**config.mk**
```make
export PLATFORM = sky130hd
export DESIGN_NAME = lsu_writeback_seq_flat
export DESIGN_NICKNAME = d
export VERILOG_FILES = /design/src/rtl/lsu_writeback_seq_pkg.sv /design/src/rtl/lsu_writeback_seq_if.sv /design/src/rtl/lsu_writeback_seq_timeout_ctr.sv /design/src/rtl/lsu_writeback_seq.sv /design/src/flat_wrapper.sv
export SDC_FILE = /design/constraint.sdc
export NUM_CORES = 1
export LEC_CHECK = 0
export ABC_AREA = 1
export CAP_MARGIN = 20
export CORE_AREA = 2 2 97 71
export DETAILED_ROUTE_END_ITERATION = 10
export DIE_AREA = 0 0 99 73
export GPL_TIMING_DRIVEN = 0
export PLACE_DENSITY = 0.85
export REMOVE_ABC_BUFFERS = 1
export SLEW_MARGIN = 20
export SYNTH_ARGS = -nofsm -noshare
export SYNTH_HDL_FRONTEND = slang
export SYNTH_HIERARCHICAL = 1
export SYNTH_SLANG_ARGS = --single-unit
```
**constraint.sdc**
```tcl
create_clock -name clk -period 2.95 [get_ports clk]
set_input_delay 0.7375 -clock clk [delete_from_list [all_inputs] [get_ports clk]]
set_output_delay 0.7375 -clock clk [all_outputs]
set_load 0.01 [all_outputs]
```
**src/rtl/lsu_writeback_seq_pkg.sv**
```systemverilog
// Shared types and constants for the LSU writeback sequencer.
// Contents:
//   wb_state_e      - sequencer states (idle, waiting for LSU, high-half beat)
//   CAUSE_*         - access-fault trap cause codes
//   fault_cause()   - selects the access-fault cause for a load or a store
package lsu_writeback_seq_pkg;

  typedef enum logic [1:0] {
    WB_IDLE = 2'd0,
    WB_WAIT = 2'd1,
    WB_HI   = 2'd2
  } wb_state_e;

  localparam logic [3:0] CAUSE_LOAD_ACCESS_FAULT  = 4'd5;
  localparam logic [3:0] CAUSE_STORE_ACCESS_FAULT = 4'd7;

  function automatic logic [3:0] fault_cause(input logic is_load);
    return is_load ? CAUSE_LOAD_ACCESS_FAULT : CAUSE_STORE_ACCESS_FAULT;
  endfunction

endpackage

```
**src/rtl/lsu_writeback_seq_if.sv**
```systemverilog
// Bundle of all handshake/bus signals around the LSU writeback sequencer.
// Modports:
//   slave  - the sequencer: receives issue, LSU response and decode sources;
//            drives issue_ready, hazard, register-file write port, done and trap.
//   master - the surrounding pipeline (or a testbench), opposite directions.
interface lsu_writeback_seq_if;
  logic        issue_i;
  logic        issue_load_i;
  logic [4:0]  issue_rd_i;
  logic [31:0] issue_addr_i;
  logic        issue_ready_o;
  logic        lsu_valid_i;
  logic        lsu_err_i;
  logic [15:0] lsu_ldata_i;
  logic [4:0]  src1_i;
  logic [4:0]  src2_i;
  logic        hazard_o;
  logic        rf_we_o;
  logic [4:0]  rf_waddr_o;
  logic        rf_whalf_o;
  logic [15:0] rf_wdata_o;
  logic        done_o;
  logic        trap_o;
  logic [3:0]  trap_cause_o;
  logic [31:0] trap_tval_o;

  modport slave (
    input  issue_i, issue_load_i, issue_rd_i, issue_addr_i,
    input  lsu_valid_i, lsu_err_i, lsu_ldata_i, src1_i, src2_i,
    output issue_ready_o, hazard_o, rf_we_o, rf_waddr_o, rf_whalf_o, rf_wdata_o,
    output done_o, trap_o, trap_cause_o, trap_tval_o
  );

  modport master (
    output issue_i, issue_load_i, issue_rd_i, issue_addr_i,
    output lsu_valid_i, lsu_err_i, lsu_ldata_i, src1_i, src2_i,
    input  issue_ready_o, hazard_o, rf_we_o, rf_waddr_o, rf_whalf_o, rf_wdata_o,
    input  done_o, trap_o, trap_cause_o, trap_tval_o
  );
endinterface

```
**src/rtl/lsu_writeback_seq_timeout_ctr.sv**
```systemverilog
// lsu_timeout_ctr: saturating cycle counter for the LSU response timeout.
// Ports:
//   clk, rst_n - clock, asynchronous active-low reset
//   clr        - restart counting from zero (wins over en)
//   en         - count one more idle cycle; holds once LIMIT-1 is reached
//   expired    - counter currently holds LIMIT-1
// LIMIT must be at least 1; the parent omits this block when the timeout is disabled.
module lsu_timeout_ctr #(
  parameter int unsigned LIMIT = 64
) (
  input  logic clk,
  input  logic rst_n,
  input  logic clr,
  input  logic en,
  output logic expired
);

  localparam int unsigned    CW   = (LIMIT > 1) ? $clog2(LIMIT) : 1;
  localparam logic [CW-1:0]  LAST = CW'(LIMIT - 1);
  localparam logic [CW-1:0]  ONE  = CW'(1);
  localparam logic [CW-1:0]  ZERO = CW'(0);

  logic [CW-1:0] count_r;

  // Count enabled cycles since the last clear, stopping at LAST.
  always_ff @(posedge clk or negedge rst_n) begin
    if (!rst_n) begin
      count_r <= ZERO;
    end else if (clr) begin
      count_r <= ZERO;
    end else if (en && (count_r != LAST)) begin
      count_r <= count_r + ONE;
    end else begin
      count_r <= count_r;
    end
  end

  assign expired = (count_r == LAST);

endmodule

```
**src/rtl/lsu_writeback_seq.sv**
```systemverilog
// lsu_writeback_seq: tracks one in-flight load/store from issue to retire.
// Load data returns as two 16-bit beats and is written to the register file
// low half first; an LSU error or a response timeout raises an access-fault
// trap; a load-use hazard flag is driven back to decode.
// Ports:
//   clk, rst_n - clock, asynchronous active-low reset
//   bus        - lsu_writeback_seq_if.slave (issue, LSU response, decode
//                sources, RF write port, done/trap)
// Parameter TIMEOUT_CYCLES: WAIT cycles without response before trapping
// (0 disables the timeout).
module lsu_writeback_seq
  import lsu_writeback_seq_pkg::*;
#(
  parameter int unsigned TIMEOUT_CYCLES = 64
) (
  input  logic                clk,
  input  logic                rst_n,
  lsu_writeback_seq_if.slave  bus
);

  wb_state_e   state_r;
  wb_state_e   next_state_s;
  logic        load_r;
  logic [4:0]  rd_r;
  logic [31:0] addr_r;

  logic        issue_ready_s;
  logic        issue_take_s;
  logic        writes_rf_s;
  logic        ctr_en_s;
  logic        expired_s;
  logic        hazard_s;
  logic        rf_we_s;
  logic [4:0]  rf_waddr_s;
  logic        rf_whalf_s;
  logic [15:0] rf_wdata_s;
  logic        done_s;
  logic        trap_s;
  logic [3:0]  trap_cause_s;
  logic [31:0] trap_tval_s;

  // Loads to x0 still sequence normally but never touch the register file.
  assign writes_rf_s  = load_r && (rd_r != 5'd0);
  assign issue_take_s = issue_ready_s && bus.issue_i;

  // Next state and all combinational outputs from state + LSU inputs.
  always_comb begin
    next_state_s  = state_r;
    issue_ready_s = 1'b0;
    ctr_en_s      = 1'b0;
    rf_we_s       = 1'b0;
    rf_waddr_s    = 5'd0;
    rf_whalf_s    = 1'b0;
    rf_wdata_s    = 16'd0;
    done_s        = 1'b0;
    trap_s        = 1'b0;
    trap_cause_s  = 4'd0;
    trap_tval_s   = 32'd0;
    case (state_r)
      WB_IDLE: begin
        issue_ready_s = 1'b1;
        if (bus.issue_i) begin
          next_state_s = WB_WAIT;
        end else begin
          next_state_s = WB_IDLE;
        end
      end
      WB_WAIT: begin
        if (bus.lsu_err_i) begin
          trap_s       = 1'b1;
          trap_cause_s = fault_cause(load_r);
          trap_tval_s  = addr_r;
          next_state_s = WB_IDLE;
        end else if (bus.lsu_valid_i) begin
          if (writes_rf_s) begin
            rf_we_s    = 1'b1;
            rf_waddr_s = rd_r;
            rf_wdata_s = bus.lsu_ldata_i;
          end else begin
            rf_we_s    = 1'b0;
          end
          next_state_s = WB_HI;
        end else if (expired_s) begin
          trap_s       = 1'b1;
          trap_cause_s = fault_cause(load_r);
          trap_tval_s  = addr_r;
          next_state_s = WB_IDLE;
        end else begin
          ctr_en_s     = 1'b1;
          next_state_s = WB_WAIT;
        end
      end
      WB_HI: begin
        // The LSU guarantees the second beat here, so errors are not sampled.
        issue_ready_s = 1'b1;
        done_s        = 1'b1;
        if (writes_rf_s) begin
          rf_we_s    = 1'b1;
          rf_waddr_s = rd_r;
          rf_whalf_s = 1'b1;
          rf_wdata_s = bus.lsu_ldata_i;
        end else begin
          rf_we_s    = 1'b0;
        end
        if (bus.issue_i) begin
          next_state_s = WB_WAIT;
        end else begin
          next_state_s = WB_IDLE;
        end
      end
      default: begin
        next_state_s = WB_IDLE;
      end
    endcase
  end

  // Held through WB_HI: the upper half lands only at the end of that cycle.
  assign hazard_s = (state_r != WB_IDLE) && writes_rf_s &&
                    ((bus.src1_i == rd_r) || (bus.src2_i == rd_r));

  // State register.
  always_ff @(posedge clk or negedge rst_n) begin
    if (!rst_n) begin
      state_r <= WB_IDLE;
    end else begin
      state_r <= next_state_s;
    end
  end

  // Capture the op descriptor when an issue is accepted.
  always_ff @(posedge clk or negedge rst_n) begin
    if (!rst_n) begin
      load_r <= 1'b0;
      rd_r   <= 5'd0;
      addr_r <= 32'd0;
    end else if (issue_take_s) begin
      load_r <= bus.issue_load_i;
      rd_r   <= bus.issue_rd_i;
      addr_r <= bus.issue_addr_i;
    end else begin
      load_r <= load_r;
      rd_r   <= rd_r;
      addr_r <= addr_r;
    end
  end

  generate
    if (TIMEOUT_CYCLES != 0) begin : g_timeout
      lsu_timeout_ctr #(
        .LIMIT   (TIMEOUT_CYCLES)
      ) u_timeout_ctr (
        .clk     (clk),
        .rst_n   (rst_n),
        .clr     (issue_take_s),
        .en      (ctr_en_s),
        .expired (expired_s)
      );
    end else begin : g_no_timeout
      assign expired_s = 1'b0;
    end
  endgenerate

  assign bus.issue_ready_o = issue_ready_s;
  assign bus.hazard_o      = hazard_s;
  assign bus.rf_we_o       = rf_we_s;
  assign bus.rf_waddr_o    = rf_waddr_s;
  assign bus.rf_whalf_o    = rf_whalf_s;
  assign bus.rf_wdata_o    = rf_wdata_s;
  assign bus.done_o        = done_s;
  assign bus.trap_o        = trap_s;
  assign bus.trap_cause_o  = trap_cause_s;
  assign bus.trap_tval_o   = trap_tval_s;

endmodule

```
**src/flat_wrapper.sv**
```systemverilog
// flat-port wrapper written by rule: the top's interface ports become plain ports
module lsu_writeback_seq_flat import lsu_writeback_seq_pkg::*;
#(
  parameter int unsigned TIMEOUT_CYCLES = 64
)
  (clk, rst_n, bus_issue_i, bus_issue_load_i, bus_issue_rd_i, bus_issue_addr_i, bus_lsu_valid_i, bus_lsu_err_i, bus_lsu_ldata_i, bus_src1_i, bus_src2_i, bus_issue_ready_o, bus_hazard_o, bus_rf_we_o, bus_rf_waddr_o, bus_rf_whalf_o, bus_rf_wdata_o, bus_done_o, bus_trap_o, bus_trap_cause_o, bus_trap_tval_o);
  lsu_writeback_seq_if bus_i ();
  input  logic clk;
  input  logic rst_n;
  input wire logic [$bits(bus_i.issue_i)-1:0] bus_issue_i;
  input wire logic [$bits(bus_i.issue_load_i)-1:0] bus_issue_load_i;
  input wire logic [$bits(bus_i.issue_rd_i)-1:0] bus_issue_rd_i;
  input wire logic [$bits(bus_i.issue_addr_i)-1:0] bus_issue_addr_i;
  input wire logic [$bits(bus_i.lsu_valid_i)-1:0] bus_lsu_valid_i;
  input wire logic [$bits(bus_i.lsu_err_i)-1:0] bus_lsu_err_i;
  input wire logic [$bits(bus_i.lsu_ldata_i)-1:0] bus_lsu_ldata_i;
  input wire logic [$bits(bus_i.src1_i)-1:0] bus_src1_i;
  input wire logic [$bits(bus_i.src2_i)-1:0] bus_src2_i;
  output wire logic [$bits(bus_i.issue_ready_o)-1:0] bus_issue_ready_o;
  output wire logic [$bits(bus_i.hazard_o)-1:0] bus_hazard_o;
  output wire logic [$bits(bus_i.rf_we_o)-1:0] bus_rf_we_o;
  output wire logic [$bits(bus_i.rf_waddr_o)-1:0] bus_rf_waddr_o;
  output wire logic [$bits(bus_i.rf_whalf_o)-1:0] bus_rf_whalf_o;
  output wire logic [$bits(bus_i.rf_wdata_o)-1:0] bus_rf_wdata_o;
  output wire logic [$bits(bus_i.done_o)-1:0] bus_done_o;
  output wire logic [$bits(bus_i.trap_o)-1:0] bus_trap_o;
  output wire logic [$bits(bus_i.trap_cause_o)-1:0] bus_trap_cause_o;
  output wire logic [$bits(bus_i.trap_tval_o)-1:0] bus_trap_tval_o;
  assign bus_i.issue_i = bus_issue_i;
  assign bus_i.issue_load_i = bus_issue_load_i;
  assign bus_i.issue_rd_i = bus_issue_rd_i;
  assign bus_i.issue_addr_i = bus_issue_addr_i;
  assign bus_i.lsu_valid_i = bus_lsu_valid_i;
  assign bus_i.lsu_err_i = bus_lsu_err_i;
  assign bus_i.lsu_ldata_i = bus_lsu_ldata_i;
  assign bus_i.src1_i = bus_src1_i;
  assign bus_i.src2_i = bus_src2_i;
  assign bus_issue_ready_o = bus_i.issue_ready_o;
  assign bus_hazard_o = bus_i.hazard_o;
  assign bus_rf_we_o = bus_i.rf_we_o;
  assign bus_rf_waddr_o = bus_i.rf_waddr_o;
  assign bus_rf_whalf_o = bus_i.rf_whalf_o;
  assign bus_rf_wdata_o = bus_i.rf_wdata_o;
  assign bus_done_o = bus_i.done_o;
  assign bus_trap_o = bus_i.trap_o;
  assign bus_trap_cause_o = bus_i.trap_cause_o;
  assign bus_trap_tval_o = bus_i.trap_tval_o;
  lsu_writeback_seq #(.TIMEOUT_CYCLES(TIMEOUT_CYCLES)) u_core (.clk(clk), .rst_n(rst_n), .bus(bus_i));
endmodule
```
### Word-level counts from Yosys, hierarchy flattened

Cells that the tools add are included.

* add/subtract/negate cells: 1
* equality and inequality tests: 6
* muxes and demuxes: 39
* reduce and logical (&&, ||, !) cells: 11

Operator list (count)
* 2-to-1 mux 32 bit: 4
* 2-to-1 mux 16 bit: 3
* case mux 16 bit (2 select lines): 1
* 2-to-1 mux 1 bit: 16
* 2-to-1 mux 4 bit: 4
* 2-to-1 mux 5 bit: 3
* 2-to-1 mux 6 bit: 2
* == test 5 bit: 2
* case mux 5 bit (2 select lines): 1
* adder 6 x 1 -> 6 bit (second input constant): 1
* == test 6 bit (second input constant): 1
* 2-to-1 mux 2 bit: 3
* inequality test 6 bit (second input constant): 1
* logical AND 1 bit: 5
* nonzero test 5 bit: 1
* case mux 2 bit (2 select lines): 1
* nonzero test 2 bit: 2
* == test 2 x 1 -> 1 bit (second input constant): 1
* == test 2 bit (second input constant): 1
* zero test 2 bit: 1
* case mux 1 bit (2 select lines): 1
* OR reduction 2 bit: 1
* logical OR 1 bit: 1

* register bits: 46
* output and inout bits: 63
* word-level logic and storage cells: 62

### Logic depth before layout (Yosys ltp)

Gate-level depths: netlist of the first run.

* depth after elaboration: 8
* gate-level depth with buffers: 12

### Cells and area by module

Netlist of the first run, hierarchy kept.

By module, submodules not included
* lsu_writeback_seq: instances 1, cells an instance 311, area an instance 2275.9 um2, sequential area each 1001.0 um2
* lsu_timeout_ctr: instances 1, cells an instance 53, area an instance 399.1 um2, sequential area each 150.1 um2

### Least setup slack after synthesis of the first run

OpenSTA, ideal clock, no wires.

* path kind: reg-to-output
* from: reg u_core.g_timeout.u_timeout_ctr.count_r[0]
* to: out bus_trap_tval_o[10]
* arrival time: 1765 ps
* required time: 2213 ps
* path slack: 448 ps
* cell stages (with the launch flop): 11
* path buffers: 1
* path through: dfrtp_1 ha_1 nand2_2 nor2_4 nand2_4 inv_1 nand2_1 a21oi_1 inv_2 clkbuf_8 nor2_1

* word-level cells in the longest chain between the ends: 5

Ends and longest elaborated chain
* from (decl): line lsu_writeback_seq_timeout_ctr.sv:23 `logic [CW-1:0] count_r;`
* from (signal assigned): line lsu_writeback_seq_timeout_ctr.sv:32 `count_r <= count_r + ONE;`
* from (signal assigned): line lsu_writeback_seq_timeout_ctr.sv:34 `count_r <= count_r;`
* == test 6 bit: line lsu_writeback_seq_timeout_ctr.sv:38 `assign expired = (count_r == LAST);`
* named net u_core.expired_s: line lsu_writeback_seq.sv:31 `logic expired_s;`
* 2-to-1 mux 32 bit: line lsu_writeback_seq.sv:83 `end else if (expired_s) begin`
* 2-to-1 mux 32 bit: line lsu_writeback_seq.sv:74 `end else if (bus.lsu_valid_i) begin`
* 2-to-1 mux 32 bit: line lsu_writeback_seq.sv:69 `if (bus.lsu_err_i) begin`
* 2-to-1 mux 32 bit: line lsu_writeback_seq.sv:59 `case (state_r)`
* to (decl): line flat_wrapper.sv:28 `output wire logic [$bits(bus_i.trap_tval_o)-1:0] bus_trap_tval_o;`

The timed path passes the listed nets, and every way through them passes these cells.

### Worst setup path in the final report of the first run

* from: in bus_lsu_valid_i
* to: out bus_rf_wdata_o[11]

* word-level cells in the longest chain between the ends: 3

Ends and longest elaborated chain
* from (decl): line flat_wrapper.sv:14 `input wire logic [$bits(bus_i.lsu_valid_i)-1:0] bus_lsu_valid_i;`
* 2-to-1 mux 16 bit: line lsu_writeback_seq.sv:74
* 2-to-1 mux 16 bit: line lsu_writeback_seq.sv:69
* case mux 16 bit (2 select lines): line lsu_writeback_seq.sv:59
* to (decl): line flat_wrapper.sv:24 `output wire logic [$bits(bus_i.rf_wdata_o)-1:0] bus_rf_wdata_o;`

No other way between the ends.

==> flow_metrics.env, run 1 <==
export IMPL_die_x_um=99
export IMPL_h_tree_depth=2
export IMPL_grt_pass1_vias=2604
export IMPL_stdcell_area_um2=4070
export IMPL_status="finished, final reports clean"
export IMPL_clkLatencyLatePin_ns=0.29
export IMPL_worstMarginPinSlew_ns=0.880
export IMPL_grt_max_degree=81
export IMPL_ff_latch_area_um2=1150
export IMPL_ant_nets=0
export IMPL_min_period_ns=2.88
export IMPL_place_hpwl_um=5080
export IMPL_p_leak_nw=2.21
export IMPL_path_buf_inv=3
export IMPL_cts_sinks=46
export IMPL_rsz0062_at_grt="no"
export IMPL_initial_core_util=0.417
export IMPL_worstPathCellList="clkdlybuf4s50_1 -> nand3_2 -> nand2_4 -> buf_4 -> nand3_4 -> nor2_2 -> dlygate4sd2_1"
export IMPL_synth_most_common_cell="nand2_1"
export IMPL_peakVddDrop_mv=0.324
export IMPL_crit_slowest_cell="clkdlybuf4s50_1"
export IMPL_routabilityCongestion=0.850
export IMPL_yosysTopAreaCellShare=0.430
export IMPL_drt_iter0_drc=181
export IMPL_coreArea_um2=6410
export IMPL_routedWlPerCell_um=12.5
export IMPL_synth_common_cells="77 x nand2_1, 76 x inv_1, 51 x nor2_1"
export IMPL_chipHeight_um=73
export IMPL_worstPathArrival_ns=2.14
export IMPL_hold_path_class="in -> async"
export IMPL_fillers=542
export IMPL_finalPower_w=0.00199
export IMPL_root_buffer="clkbuf_8"
export IMPL_finalClockSkew_ns=0.00254
export IMPL_cp_required_ns=2.21
export IMPL_grt_pass1_wl_um=11800
export IMPL_drv_cap=0
export IMPL_hold_buffers=0
export IMPL_synth_edf_count=0
export IMPL_timing_fmax_ghz=0.347
export IMPL_vias_per_cell=4.56
export IMPL_critPathKind="in -> out"
export IMPL_yosysUniqueCellTypes=27
export IMPL_syn_to_final_growth_pct=52.1
export IMPL_die_area_um2=7230
export IMPL_num_vias=2649
export IMPL_clk_pin_slew_worst_paths_ns=0.08
export IMPL_ys_flop_type="dfrtp_1"
export IMPL_antenna_found_initial=0
export IMPL_crit_family="buffers and inverters"
export IMPL_dr_pass1_iters=5
export IMPL_port_buffers=130
export IMPL_relSlewSlack=0.414
export IMPL_cts_tree="built"
export IMPL_synth_area_um2=2680
export IMPL_maxSlewViolCount=0
export IMPL_ys_seq_elements=46
export IMPL_synth_seq_area_share=0.430
export IMPL_async_reset_ff_frac=1.00
export IMPL_synth_area_top_cells="dfrtp_1 43%, nand2_1 11%, inv_1 11%"
export IMPL_finalSetupViolCount=0
export IMPL_layout_drive_gt1_share=0.166
export IMPL_overflow=0
export IMPL_power_density_nw_per_um2=490
export IMPL_place_area_um2=3940
export IMPL_grt_util_all_layers=0.207
export IMPL_wl_um=7290
export IMPL_final_nets=573
export IMPL_ys_warn_count=6
export IMPL_numCtsBuffers=5
export IMPL_drc=0
export IMPL_multi_input_area_um2=1140
export IMPL_timing_final_hold_violations=0
export IMPL_synthCells=364
export IMPL_syn_avg_cell_area_um2=7.35
export IMPL_max_stage_delay_ns=0.52
export IMPL_worstPathMaxFanout=5
export IMPL_ios=132
export IMPL_cp_start_kind="input pin"
export IMPL_diodes=0
export IMPL_rows=25
export IMPL_ctsLongestPathBuffers=2
export IMPL_yosysTopAreaCell="dfrtp_1"
export IMPL_end_kind="primary output"
export IMPL_period_share=0.977
final timing paths:
check	cells after the start	slack, ns	start	end
min reg2reg	2	0.53	u_core/addr_r[27]	u_core/addr_r[27]
min	1	0.38	rst_n	u_core/addr_r[27]
max reg2reg	10	0.35	u_core/state_r[0]	u_core/g_timeout.u_timeout_ctr/count_r[3]
max	7	0.07	bus_lsu_valid_i	bus_rf_wdata_o[11]
min in group clk	2	0.53	u_core/addr_r[27]	u_core/addr_r[27]
max in group asynchronous	2	2.07	rst_n	u_core/load_r
cell families (layout without fill, tap and decap cells):
family	count (synthesis)	count (layout)	share of synthesized area
flops	46	46	0.430
simple gates	170	173	0.286
other cells	1	1	0.00140
compound gates	41	41	0.0776
fa+ha+maj	5	5	0.0234
xor+xnor	3	3	0.00982
buf+inv	98	231	0.171
layout by cell type, fill, tap and decap left out, drive strengths merged:
cell type      count
buf               11
dlygate4sd2       22
a21oi              3
clkdlybuf4s15      9
nor3               2
inv               82
nor2              68
ha                 5
bufinv             1
clkbuf            31
nand4              3
clkinv             1
xnor2              2
dfrtp             46
nand3             16
nand2             84
xor2               1
dlymetal6s2s       3
conb               1
clkdlybuf4s50     70
clkinvlp           1
o21bai             1
o21ai             37
stage by stage:
| stage | std cells | utilization | setup WS, ns | hold WS (ns) | setup TNS [ns] |
|---|---|---|---|---|---|
| detailed placement | 560 | 0.615 | -0.527 | 0.510 | -22.67 |
| global route | 581 | 0.635 | 0.00145 | 0.397 | 0 |
| finish | 581 | 0.635 | 0.0682 | 0.381 | 0 |
| CTS | 580 | 0.645 | 0.0126 | 0.391 | 0 |
| global placement | 559 | 0.612 | -0.476 | 0.501 | -26.28 |
| floorplan | 348 | - | 0.124 | 0.442 | 0 |
report_power, final:
part	switching, W	internal, W
combinational	0.000397	0.000290
sequential	0.0000667	0.000778
clock	0.000209	0.000253
total	0.000673	0.00132
area by class of cell:
type / instances / area share
clock buffers: 6 / 0.0178
clock inverters: 2 / 0.00923
inverters: 82 / 0.0778
multi-input cells: 223 / 0.281
flip-flops and latches: 46 / 0.283
well taps: 81 / 0.0249
repair buffers: 140 / 0.304
repair inverters: 1 / 0.00154
worst register-to-register path, stage by stage, from the launching register on:
cell and delay [ns]:
dfrtp_1 0.39, inv_1 0.07, ha_1 0.20, inv_1 0.14, nand2_2 0.09, nand2_2 0.09, clkinv_2 0.66, inv_1 0.62
nand2_4 0.11, nand2_2 0.08, nand2_1 0.05
per-layer routing:
metal | track usage | share of wire | vias up
li1 | - | - | 1340
met5 | 0 | 0 | -
met1 | 0.266 | 0.43 | 1215
met4 | 0.0426 | 0.011 | 0
met2 | 0.332 | 0.48 | 85
met3 | 0.0843 | 0.085 | 9
sequential cells by signal, summed over array words and instances (netlist names):
| name | count |
|---|---|
| u_core/state_r | 2 |
| u_core/addr_r | 32 |
| u_core/rd_r | 5 |
| u_core/g_timeout.u_timeout_ctr/count_r | 6 |
| u_core/load_r | 1 |
what timing repair did:
item                       CTS  global route
resized for setup           69            62
cloned                       4             0
pin swaps                    2             1
setup endpoints to repair   59            38
buffers inserted             8             1
No activity file was read; power rests on OpenSTA's default activity.
==> inputs of run 2 (changes only) <==
Settings changed: CORE_AREA 2 2 97 71 to 2 2 95 70, DIE_AREA 0 0 99 73 to 0 0 97 72, PLACE_DENSITY 0.85 to 0.86, SYNTH_HIERARCHICAL 1 to not set.
==> flow_metrics.env, run 2 <==
export IMPL_ys_seq_elements=46
export IMPL_fin_cells=552
export IMPL_die_x_um=97
export IMPL_die_area_um2=6980
export IMPL_most_common_layout_cells="78 x nand2_1, 70 x clkdlybuf4s50_1, 65 x inv_1"
export IMPL_root_buffer="clkbuf_8"
export IMPL_wl_um=6730
export IMPL_min_period_ns=2.90
export IMPL_final_nets=547
export IMPL_power_density_nw_per_um2=432
export IMPL_syn_avg_cell_area_um2=7.28
export IMPL_regToRegStartpoint="u_core.state_r[0]"
export IMPL_synth_seq_area_share=0.453
export IMPL_drv_cap=0
export IMPL_cp_required_ns=2.21
export IMPL_peakVddDrop_mv=0.320
export IMPL_h_tree_depth=2
export IMPL_synth_area_um2=2540
export IMPL_chipHeight_um=72
export IMPL_rows=24
export IMPL_synthCells=349
export IMPL_hold_path_class="in -> async"
export IMPL_port_buffers=130
export IMPL_ios=132
export IMPL_grt_max_degree=77
export IMPL_async_reset_ff_frac=1.00
export IMPL_synth_edf_count=0
export IMPL_finalPower_w=0.00171
export IMPL_layout_commonest_cell="nand2_1"
export IMPL_routedWlPerCell_um=12.2
export IMPL_max_stage_delay_ns=0.43
export IMPL_diodes=0
export IMPL_antenna_found_initial=0
export IMPL_ys_flop_type="dfrtp_1"
export IMPL_synth_common_cells="78 x nand2_1, 67 x inv_1, 58 x nor2_1"
export IMPL_layout_drive_gt1_share=0.0781
export IMPL_overflow=0
export IMPL_clk_pin_slew_worst_paths_ns=0.09
export IMPL_grt_util_all_layers=0.181
export IMPL_vias_per_cell=4.57
export IMPL_max_flop_register="u_core.addr_r"
export IMPL_ant_nets=0
export IMPL_timing_final_hold_violations=0
export IMPL_status="finished, final reports clean"
export IMPL_synth_area_top_cells="dfrtp_1 45%, nand2_1 12%, inv_1 9.9%"
export IMPL_maxSlewViolCount=0
export IMPL_finalClockSkew_ns=0.00667
export IMPL_placed_cells=542
export IMPL_num_vias=2525
export IMPL_cp_start_kind="input pin"
export IMPL_crit_slowest_cell="clkdlybuf4s50_1"
export IMPL_drc=0
export IMPL_crit_family="buffers and inverters"
export IMPL_cpMostUsedCell="nand2_1"
export IMPL_path_buf_inv=4
export IMPL_yosysTopAreaCell="dfrtp_1"
export IMPL_worstPathMaxFanout=20
export IMPL_hold_buffers=0
export IMPL_worstPathCellList="clkdlybuf4s50_1 -> inv_2 -> nand3_1 -> nand2_1 -> nand2_1 -> nor2_4 -> inv_4 -> nor2_1 -> clkdlybuf4s15_1"
export IMPL_grt_pass1_vias=2357
export IMPL_yosysUniqueCellTypes=26
export IMPL_top_regs="u_core.addr_r: 32 flops, u_core.g_timeout.u_timeout_ctr.count_r: 6 flops, u_core.rd_r: 5 flops"
export IMPL_cts_tree="built"
export IMPL_synth_most_common_cell="nand2_1"
export IMPL_dr_pass1_iters=4
export IMPL_critPathKind="in -> out"
export IMPL_period_share=0.984
export IMPL_finalSetupViolCount=0
export IMPL_worstPathArrival_ns=2.16
export IMPL_relSlewSlack=0.447
export IMPL_largest_reg_flops=32
export IMPL_place_hpwl_um=4940
export IMPL_yosysTopAreaCellShare=0.453
export IMPL_worstMarginPinSlew_ns=0.828
export IMPL_end_kind="primary output"
export IMPL_initial_core_util=0.421
export IMPL_critPathLaunch="bus_lsu_err_i"
export IMPL_rsz0062_at_grt="yes"
export IMPL_grt_pass1_wl_um=10400
export IMPL_cts_sinks=46
export IMPL_coreArea_um2=6040
export IMPL_numCtsBuffers=5
export IMPL_ys_warn_count=0
export IMPL_ctsLongestPathBuffers=2
export IMPL_syn_to_final_growth_pct=55.7
export IMPL_drt_iter0_drc=123
export IMPL_timing_fmax_ghz=0.345
export IMPL_p_leak_nw=2.17
export IMPL_routabilityCongestion=0.774
export IMPL_clkLatencyLatePin_ns=0.29
[run 2: cell count changes in the layout (fill, tap and decap cells not counted), moves of 3 or more]
cell / previous run / this run
buf_4: 9 / 1
clkbuf_2: 25 / 3
clkdlybuf4s15_1: 9 / 13
dlygate4sd2_1: 22 / 38
inv_1: 75 / 65
nand2_2: 4 / 1
nand3_4: 4 / 0
nor2_1: 51 / 56
nor2_2: 16 / 10
o21ai_0: 29 / 39
o21ai_1: 8 / 0
[run 2: final cells by class]
type | instances | area (um^2)
Fill cell | 505 | 2080
Timing Repair Buffer | 132 | 1270
Sequential cell | 46 | 1150
Multi-Input combinational cell | 218 | 1060
Inverter | 70 | 267
Tap cell | 78 | 97.6
Clock buffer | 6 | 72.6
Clock inverter | 2 | 37.5
[run 2: layer usage]
layer  GRT usage  vias up  wire length (um)
li1            -     1275                 -
met1       0.217     1135              2810
met5           0        -                 0
met3      0.0867        5               811
met2       0.306      110              3080
met4      0.0313        0                31
[run 2: path summary, 6_finish.rpt]
path                                                                  end  slack, ns  cells after the start
min in group clk                u_core.g_timeout.u_timeout_ctr.count_r[0]       0.54                      2
max in group asynchronous                                  u_core.rd_r[0]       2.02                      2
worst max-delay path                                    bus_rf_wdata_o[2]       0.05                      9
worst min register to register  u_core.g_timeout.u_timeout_ctr.count_r[0]       0.54                      2
worst max register to register  u_core.g_timeout.u_timeout_ctr.count_r[5]       0.87                      5
worst min-delay path                                    u_core.addr_r[30]       0.41                      1
[run 2: cell families (layout without fill, tap and decap cells)]
family	after synthesis	count (layout)	synth area share
simple gates	165	166	0.273
buf+inv	86	210	0.149
flops	46	46	0.453
compound gates	41	41	0.0817
fa+ha+maj	5	5	0.0246
xor+xnor	5	5	0.0172
other cells	1	1	0.00147
[run 2: through the flow]
stage                util  cell area (um^2)  hold WS (ns)  worst slack, ns  setup TNS [ns]
floorplan               -              2430         0.442            0.673               0
global placement    0.634              3820         0.483           -0.271          -16.22
detailed placement  0.636              3840         0.518           -0.326           -9.76
CTS                 0.645              3890         0.418           -0.113          -0.382
global route        0.656              3960         0.441          -0.0229          -0.196
finish              0.656              3960         0.410           0.0478               0
[run 2: power breakdown]
group / switching, W / leakage (nW) / internal [W]
combinational: 0.000260 / 1.54 / 0.000213
clock: 0.000215 / 0.0514 / 0.000253
sequential: 0.0000407 / 0.576 / 0.000728
total: 0.000516 / 2.17 / 0.00119
[run 2: what timing repair did]
item	in CTS	in global routing
hold endpoints to repair	0	0
buffers inserted	0	1
pin swaps	1	2
setup endpoints to repair	59	25
resized for setup	57	31
cloned	0	1
==> inputs of run 3 (changes only) <==
Settings changed: CAP_MARGIN 20 to 40, GPL_TIMING_DRIVEN 0 to 1.
==> flow_metrics.env, run 3 (synthesized netlist as in run 2, its figures left out) <==
export IMPL_grt_pass1_wl_um=10700
export IMPL_finalWorstSetupSlack_ns=0.160
export IMPL_max_stage_delay_ns=0.40
export IMPL_p_seq_frac=0.451
export IMPL_maxSlewViolCount=0
export IMPL_hold_path_class="in -> async"
export IMPL_power_density_nw_per_um2=428
export IMPL_status="finished, final reports clean"
export IMPL_overflow=0
export IMPL_cts_tree="built"
export IMPL_drv_cap=0
export IMPL_most_common_layout_cells="77 x nand2_1, 68 x clkdlybuf4s50_1, 65 x inv_1"
export IMPL_layout_commonest_cell="nand2_1"
export IMPL_numCtsBuffers=5
export IMPL_cp_required_ns=2.21
export IMPL_largest_reg_flops=32
export IMPL_grt_util_all_layers=0.186
export IMPL_cp_start_kind="flip-flop"
export IMPL_power_switching_w=0.000507
export IMPL_ctsLongestPathBuffers=2
export IMPL_routedWlPerCell_um=12.1
export IMPL_end_kind="primary output"
export IMPL_crit_slowest_cell="dfrtp_1"
export IMPL_diodes=0
export IMPL_drc=0
export IMPL_fin_hold_ws_ns=0.414
export IMPL_routabilityCongestion=0.773
export IMPL_p_int_w=0.00120
export IMPL_max_flop_register="u_core.addr_r"
export IMPL_period_share=0.946
export IMPL_fin_util=0.661
export IMPL_finalSetupViolCount=0
export IMPL_worstMarginPinSlew_ns=0.527
export IMPL_final_nets=552
export IMPL_die_area_um2=6980
export IMPL_top_regs="u_core.addr_r: 32 flops, u_core.g_timeout.u_timeout_ctr.count_r: 6 flops, u_core.rd_r: 5 flops"
export IMPL_fin_cells=557
export IMPL_timing_fmax_ghz=0.358
export IMPL_placed_cells=545
export IMPL_die_x_um=97
export IMPL_p_clk_frac=0.266
export IMPL_num_vias=2545
export IMPL_p_leak_nw=2.20
export IMPL_crit_family="simple AND/OR/NAND/NOR gates"
export IMPL_layout_drive_gt1_share=0.113
export IMPL_dr_pass1_iters=5
export IMPL_cts_sinks=46
export IMPL_port_buffers=130
export IMPL_switching_share=0.297
export IMPL_worstPathMaxFanout=5
export IMPL_h_tree_depth=2
export IMPL_finalClockSkew_ns=0.00490
export IMPL_worstPathArrival_ns=2.05
export IMPL_grt_max_degree=50
export IMPL_vias_per_cell=4.57
export IMPL_timing_final_hold_violations=0
export IMPL_met3_usage=0.0723
export IMPL_clkLatencyLatePin_ns=0.29
export IMPL_busiest_layer="met2"
export IMPL_grt_use_met2=0.314
export IMPL_rows=24
export IMPL_syn_to_final_growth_pct=57.0
export IMPL_min_period_ns=2.79
export IMPL_antenna_found_initial=0
export IMPL_relSlewSlack=0.648
export IMPL_wl_um=6720
export IMPL_root_buffer="clkbuf_8"
export IMPL_place_hpwl_um=4950
export IMPL_chipHeight_um=72
export IMPL_peakVddDrop_mv=0.286
export IMPL_worstPathCellList="inv_1 -> ha_4 -> nand3_2 -> nand2_1 -> nand2_2 -> nor2_4 -> clkinvlp_4 -> nor2_2 -> clkdlybuf4s15_2"
export IMPL_grt_pass1_vias=2397
export IMPL_rsz0062_at_grt="no"
export IMPL_dpl_worst_slack_ns=-0.277
export IMPL_pwr_share_comb=0.283
export IMPL_coreArea_um2=6040
export IMPL_critPathKind="reg -> out"
export IMPL_ios=132
export IMPL_clk_pin_slew_worst_paths_ns=0.08
export IMPL_finalPower_w=0.00171
export IMPL_ant_nets=0
export IMPL_initial_core_util=0.421
export IMPL_drt_iter0_drc=66
export IMPL_grtUsageMet1=0.231
export IMPL_path_buf_inv=3
==> run 3: cell types whose count changed in the layout (fill, tap and decap cells not counted), sizes merged <==
cell           before  now
clkdlybuf4s50      70   68
dlymetal6s2s        5    4
clkbuf              9   10
clkinv              1    0
clkinvlp            1    2
buf                 3   12
dlygate4sd2        38   47
inv                69   70
clkdlybuf4s15      13    1
==> run 3: power by group through the flow <==
stage	Combinational, W	Sequential (W)	Clock, W
global route	0.000547	0.000782	0.000491
floorplan	0.000239	0.000772	0
CTS	0.000475	0.000771	0.000468
detailed placement	0.000491	0.000783	0
global placement	0.000476	0.000779	0
finish	0.000484	0.000771	0.000455
==> run 3: area by class of cell <==
type / instances / area [um^2]
Clock buffer: 7 / 76.3
Fill cell: 558 / 2040
Sequential cell: 46 / 1150
Timing Repair inverter: 2 / 15.0
Clock inverter: 1 / 30.0
Tap cell: 78 / 97.6
Inverter: 70 / 265
Timing Repair Buffer: 135 / 1270
Multi-Input combinational cell: 218 / 1080
==> run 3: per-stage QoR <==
stage / TNS [ns] / area [um^2]
after floorplan: 0 / 2430
after global placement: -7.94 / 3850
after detailed placement: -9.12 / 3880
after CTS: -0.929 / 3950
after global routing: 0 / 3990
final: 0 / 3990
==> run 3: what timing repair did <==
item                                    CTS  global route
gates cloned                              1             2
pin swaps                                 3             8
setup buffers                             0             1
resized for setup                        77            28
hold buffers                              0             0
endpoints found under the setup margin   58            18
==> run 3: final timing paths <==
check | slack (ns) | from | cells after the start | to
worst max-delay path | 0.16 | u_core.state_r[1] | 9 | bus_rf_wdata_o[7]
worst min-delay path | 0.41 | rst_n | 1 | u_core.addr_r[24]
worst max register to register | 1.36 | u_core.state_r[0] | 6 | u_core.addr_r[3]
worst min register to register | 0.51 | u_core.g_timeout.u_timeout_ctr.count_r[1] | 2 | u_core.g_timeout.u_timeout_ctr.count_r[1]
max in group asynchronous | 2.03 | rst_n | 2 | u_core.rd_r[3]
min in group clk | 0.51 | u_core.g_timeout.u_timeout_ctr.count_r[1] | 2 | u_core.g_timeout.u_timeout_ctr.count_r[1]
==> run 3: per-layer routing <==
| metal | vias to the layer above | share of wire | wire, um |
|---|---|---|---|
| li1 | 1280 | - | - |
| met1 | 1152 | 0.44 | 2980 |
| met2 | 109 | 0.45 | 3030 |
| met3 | 4 | 0.10 | 682 |
| met4 | 0 | 0.0049 | 33 |
| met5 | - | 0 | 0 |
==> run 3: worst register-to-register path, stage by stage, from the launching register on <==
cell	delay [ns]
dfrtp_1	0.44
inv_2	0.10
nand2_2	0.13
inv_2	0.38
buf_12	0.27
nand2_1	0.09
o21ai_0	0.09
